File: src/rtl/iob_sfifo_assim.sv
// iob_sfifo_assim: single-clock asymmetric-width FIFO with narrow-unit occupancy tracking
module iob_sfifo_assim #(
   parameter int W_DATA_W   = 32,
   parameter int R_DATA_W   = 8,
   parameter int ADDR_W     = 4,
   parameter int BIG_ENDIAN = 0
) (
   input  logic                clk,
   input  logic                rst,
   input  logic                w_en,
   input  logic [W_DATA_W-1:0] w_data,
   output logic                full,
   output logic                almost_full,
   input  logic                r_en,
   output logic [R_DATA_W-1:0] r_data,
   output logic                r_valid,
   output logic                empty,
   output logic                almost_empty,
   output logic [ADDR_W:0]     level,
   input  logic [ADDR_W:0]     af_thresh,
   input  logic [ADDR_W:0]     ae_thresh,
   output logic                overflow,
   output logic                underflow
);
   localparam int N = W_DATA_W < R_DATA_W ? W_DATA_W : R_DATA_W;
   localparam int W_U = W_DATA_W / N;
   localparam int R_U = R_DATA_W / N;
   localparam int DEPTH = 1 << ADDR_W;
   localparam logic [ADDR_W:0] W_STEP = (ADDR_W+1)'(W_U);
   localparam logic [ADDR_W:0] R_STEP = (ADDR_W+1)'(R_U);
   localparam logic [ADDR_W:0] FULL_LIM = (ADDR_W+1)'(DEPTH - W_U);
   logic [N-1:0] mem [DEPTH];
   logic [ADDR_W:0] wptr, rptr;
   logic [R_DATA_W-1:0] rd_word;
   logic w_ok, r_ok;
   assign level = wptr - rptr;
   assign full = level > FULL_LIM;
   assign empty = level < R_STEP;
   assign almost_full = level >= af_thresh;
   assign almost_empty = level <= ae_thresh;
   assign w_ok = w_en & ~full;
   assign r_ok = r_en & ~empty;
   // scatter the accepted wide word into consecutive narrow units in stream order
   always_ff @(posedge clk) begin
      if (w_ok)
         for (int i = 0; i < W_U; i++)
            mem[wptr[ADDR_W-1:0] + ADDR_W'(i)] <= w_data[(BIG_ENDIAN != 0 ? W_U-1-i : i)*N +: N];
   end
   // gather R_U narrow units starting at the read pointer into one read word
   always_comb begin
      rd_word = '0;
      for (int i = 0; i < R_U; i++)
         rd_word[(BIG_ENDIAN != 0 ? R_U-1-i : i)*N +: N] = mem[rptr[ADDR_W-1:0] + ADDR_W'(i)];
   end
   // pointers, registered read port and sticky error flags
   always_ff @(posedge clk) begin
      if (!rst) begin
         wptr <= '0;
         rptr <= '0;
         r_data <= '0;
         r_valid <= 1'b0;
         overflow <= 1'b0;
         underflow <= 1'b0;
      end else begin
         if (w_ok) wptr <= wptr + W_STEP;
         if (r_ok) rptr <= rptr + R_STEP;
         if (r_ok) r_data <= rd_word;
         r_valid <= r_ok;
         if (w_en & full) overflow <= 1'b1;
         if (r_en & empty) underflow <= 1'b1;
      end
   end
endmodule

File: config.mk
export PLATFORM = sky130hd
export DESIGN_NAME = iob_sfifo_assim
export DESIGN_NICKNAME = d
export VERILOG_FILES = /design/src/rtl/iob_sfifo_assim.sv
export SDC_FILE = /design/constraint.sdc
export NUM_CORES = 1
export LEC_CHECK = 0
export CAP_MARGIN = 20
export CORE_ASPECT_RATIO = 1.1
export CORE_UTILIZATION = 40
export CTS_CLUSTER_SIZE = 12
export DETAILED_ROUTE_END_ITERATION = 10
export GPL_TIMING_DRIVEN = 1
export PLACE_DENSITY_LB_ADDON = 0.05
export SETUP_SLACK_MARGIN = 0.4
export SLEW_MARGIN = 5
export SYNTH_ARGS = -nofsm -noshare
export SYNTH_HDL_FRONTEND = slang
export SYNTH_SLANG_ARGS = --single-unit
File: constraint.sdc
create_clock -name clk -period 7.79 [get_ports clk]
set_input_delay 2.337 -clock clk [delete_from_list [all_inputs] [get_ports clk]]
set_output_delay 2.337 -clock clk [all_outputs]
set_load 0.05 [all_outputs]
# Word-level counts from Yosys, hierarchy flattened
# Memories as Yosys holds them, arrays and structs flattened. A register that Yosys moved wholly into a read port is not among the register bits.
# Cells that the tools add are included.
# totals
memories	1
word_cells	25
ff_bits	13
mem_bits_rw	128
# op_classes
magnitude_cmp	4
n_mux	2
bitwise_logic	6
addsub	6
n_reduce_logical	1
# memory_table
name	words	word_bits	rd	rd_ports_with_merged_regs	wr	line_no	text
mem	16	8	1	1	4	32	logic [N-1:0] mem [DEPTH];
# op_table
cell	n
$add A4 B2 Y4 const B	2
$add A5 B1 Y5 const B	1
$add A5 B3 Y5 const B	1
$ge A5 B5 Y1	1
$gt A5 B4 Y1 const B	1
$le A5 B5 Y1	1
$lt A5 B1 Y1 const B	1
$sub A5 B5 Y5	1
$add A4 B1 Y4 const B	1
$and A1 B1 Y1	4
$mux W1	2
$not A1 Y1	2
$logic_not A1 Y1	1

# Logic depth before layout (Yosys ltp)
# logic_depth
word_depth	6
mapped_depth	11
depth_no_buf	8

# Least setup slack after synthesis
# Ideal clock, no wire load.
# synth_path
kind	in2out
startpoint	input port ae_thresh[1]
endpoint	output port almost_empty
path_buffers	0
t_required_ns	5.453
stages	7
path_slack_ns	1.520
arrival_ns	3.933
cell_sequence	inv_1 ha_1 nor2b_1 o21ai_0 a32oi_1 a21oi_1 a2bb2oi_1
# synth_via
elab_chain_len	1
# synth_lines
element	line_no	text
start: declaration	21	input logic [ADDR_W:0] ae_thresh,
$le A5 B5 Y1	40	assign almost_empty = level <= ae_thresh;
end: declaration	18	output logic almost_empty,
# No other way between the ends.

# Final worst setup path
# layout_path
startpoint	input port af_thresh[1]
endpoint	output port almost_full
# layout_via
elab_chain_len	1
# layout_lines
element	line_no	text
start: declaration	20	input logic [ADDR_W:0] af_thresh,
$ge A5 B5 Y1	39	assign almost_full = level >= af_thresh;
end: declaration	13	output logic almost_full,
# No other way between the ends.

==> flow_summary.toml <==
[final_layout]
fin_util = 0.5170
nets = 475
area_delta_synth_final_pct = 25.01
drive_above_1_share = 0.1756
insertedDiodeCount = 0

[clock_network]
clk_path_buf_depth = 2
cts_sinks = 147
cts_made_buffers = 17
cts_root_buf = "clkbuf_16"
post_cts_buffers = 0
cts_tree = "yes"
cts.repair.resized = 0
htreeDepth = 4
clkTransAtPathRegs_ns = 0.06
hold_buffers = 0
clock_insertion_delay_worst_skew_ns = 0.42

[synthesis]
synth-compound-area-share = 0.06592
synth_area_leader_cell = "edfxtp_1"
synth_seq_cells = 147
async_reset_ff_frac = 0
yosysMostFrequentCell = "edfxtp_1"
synth_mux_area_frac = 0.1222
synth-edff-count = 128
synthXorXnorAreaFrac = 0.005841
synth_fp_nets = 398
ys_warn_count = 0
syn_inst = 337
synthAdderAreaFrac = 0.03463
yosysUniqueCellTypes = 46
ys_seq_area_frac = 0.7042
synthSimpleGateAreaFrac = 0.04360
netlist.area_leader.share = 0.6408
synth_top_family_by_area = "multiplexers"
avgSynthCellArea_sq_um = 17.80
synth.area.top_cells = "edfxtp_1 64%, mux4_2 11%, dfxtp_1 6.3%"
synthTopCellsByCount = "128 x edfxtp_1, 30 x mux4_2, 19 x dfxtp_1"
ys.flop_type = "edfxtp_1"
synth_area_sq_um = 5998

[timing]
clock.fmax_mhz = 142.5
fin_skew_ns = 0.008450
drv_slew = 0
rsz0062_at_grt = "no"
finalCriticalPeriod_ns = 7.019
fin_crit_sh = 0.9010
max-slew-margin-rel = 0.3849
hold_slack_ns = 0.4644
hold_violations = 0
tns_ns = 0
setup_viol = 0
tightest_slew_ns = 0.9209

[placement]
numPortBuffers = 65
hpwlAfterDp_microns = 7502
routabilityCongestion = 0.7394

[setup_path]
r2r_cells = 7
r2r-end = "mem[1][2]$_DFFE_PP_"
cp_data_arrival_time_ns = 4.68
critical_path_class = "in -> out"
required_ns = 5.45
cp_max_fo = 1
r2r_start = "rptr[0]$_SDFFE_PN0P_"
r2r_setup_slack_ns = 3.85
critPathCaptureType = "output pin"
start_kind = "input port"

[global_routing]
grt_usage = 0.1668
grt-ovfl-total = 0
grt_pass1_vias = 3377
grt_max_degree = 38
antenna_found_initial = 0
grt_pass1_wl_microns = 18630

[floorplan]
num_rows = 46
fp.dieW_microns = 118.8
die_area_sq_um = 15490
io_pins = 66
start_util = 0.4136
design.core.area_sq_um = 14500
die_h_microns = 130.4

[min_path]
hold_end = "r_data[1]$_SDFFE_PN0P_"
min_path_type = "reg -> reg"
whs_path_depth = 2
hp-start = "r_data[1]$_SDFFE_PN0P_"

[power]
p_per_area_nw_per_um2 = 360.0
vdd.ir_drop.worst_mv = 0.1453
p_leak_nw = 2.472

[routing]
via_per_inst = 5.116
wl_per_cell_microns = 18.94
routed_wl_microns = 11720
drt_iter0_drc = 155
ant_nets = 0
dr.pass1.iters = 6
vias = 3167
drc = 0

[flow_run]
cap_viol_max_count = 0

[outcome]
outcome = "finished clean"
## per-layer routing
metal	routed length, microns	part of all wire	track usage	vias to the layer above
met5	0	0	0	-
met4	245	0.021	0.07669	0
met3	495	0.042	0.03733	20
met2	5867	0.50	0.2845	79
met1	5112	0.44	0.2048	1574
li1	-	-	-	1494
## critical path: stages
cell	delay, ns
clkdlybuf4s50_1	0.46
inv_1	0.04
ha_1	0.27
o21ai_0	0.08
a21oi_1	0.10
maj3_1	0.36
maj3_1	0.35
clkdlybuf4s50_1	0.70
## where the power goes
group | leakage [nW] | switching, mW | internal [mW] | total [mW]
Sequential | 1.32 | 0.0415 | 1.00 | 1.05
Clock | 0.287 | 0.309 | 0.533 | 0.842
Combinational | 0.862 | 0.509 | 0.303 | 0.811
Total | 2.47 | 0.859 | 1.84 | 2.70
## kinds of logic (layout without fill, tap and decap cells)
logic type               Yosys count  count (layout)
AND/OR/NAND/NOR                   48              48
AO/OA/AOI/OAI                     54              54
buffers and inverters             33             123
adder cells (fa/ha/maj)           17              17
multiplexers                      34              34
flip-flops                       147             147
XOR/XNOR                           4               4
## through the flow
| step | setup slack, ns | power [mW] | instances | cell area, sq um |
|---|---|---|---|---|
| CTS | 0.7591 | 2.730 | 619 | 7498 |
| global placement | 0.7807 | 1.879 | 586 | 6869 |
| floorplan | 1.520 | 1.632 | 337 | 5998 |
| detailed placement | 0.7623 | 1.888 | 587 | 6884 |
| global route | 0.6505 | 2.825 | 619 | 7498 |
| finish | 0.7711 | 2.700 | 619 | 7498 |
## worst max path at each step
stage / from / endpoint / slack (ns) / cells after the start
finish: af_thresh[1] / almost_full / 0.77 / 8
floorplan: ae_thresh[1] / almost_empty / 1.52 / 7
global placement: af_thresh[1] / almost_full / 0.78 / 8
CTS: af_thresh[1] / almost_full / 0.76 / 8
global route: af_thresh[1] / almost_full / 0.65 / 8
detailed placement: af_thresh[1] / almost_full / 0.76 / 8
## cell usage in the layout, fill, tap and decap left out, types with 5 or more instances in the layout
cell type	instances
edfxtp_1	128
clkdlybuf4s50_1	65
mux4_2	30
dfxtp_1	18
inv_1	17
clkbuf_16	17
a21oi_1	16
ha_1	15
a22oi_1	14
nor2_1	13
nand2_1	12
a21o_1	7
buf_4	7
and2_1	5
## final cells by class
| type | count | area, sq um |
|---|---|---|
| flip-flops and latches | 147 | 4225 |
| fillers | 1252 | 7005 |
| multi-input cells | 157 | 1633 |
| well taps | 192 | 240.2 |
| clock buffers | 18 | 429.2 |
| repair buffers | 73 | 718.2 |
| inverters | 18 | 67.56 |
| clock inverters | 14 | 185.2 |
## flip-flops by register name, summed over array words and instances, names as in the netlist
register,flops
mem,128
r_data,8
rptr,5
wptr,3
overflow,1
r_valid,1
underflow,1
(Power assumes the default switching activity.)
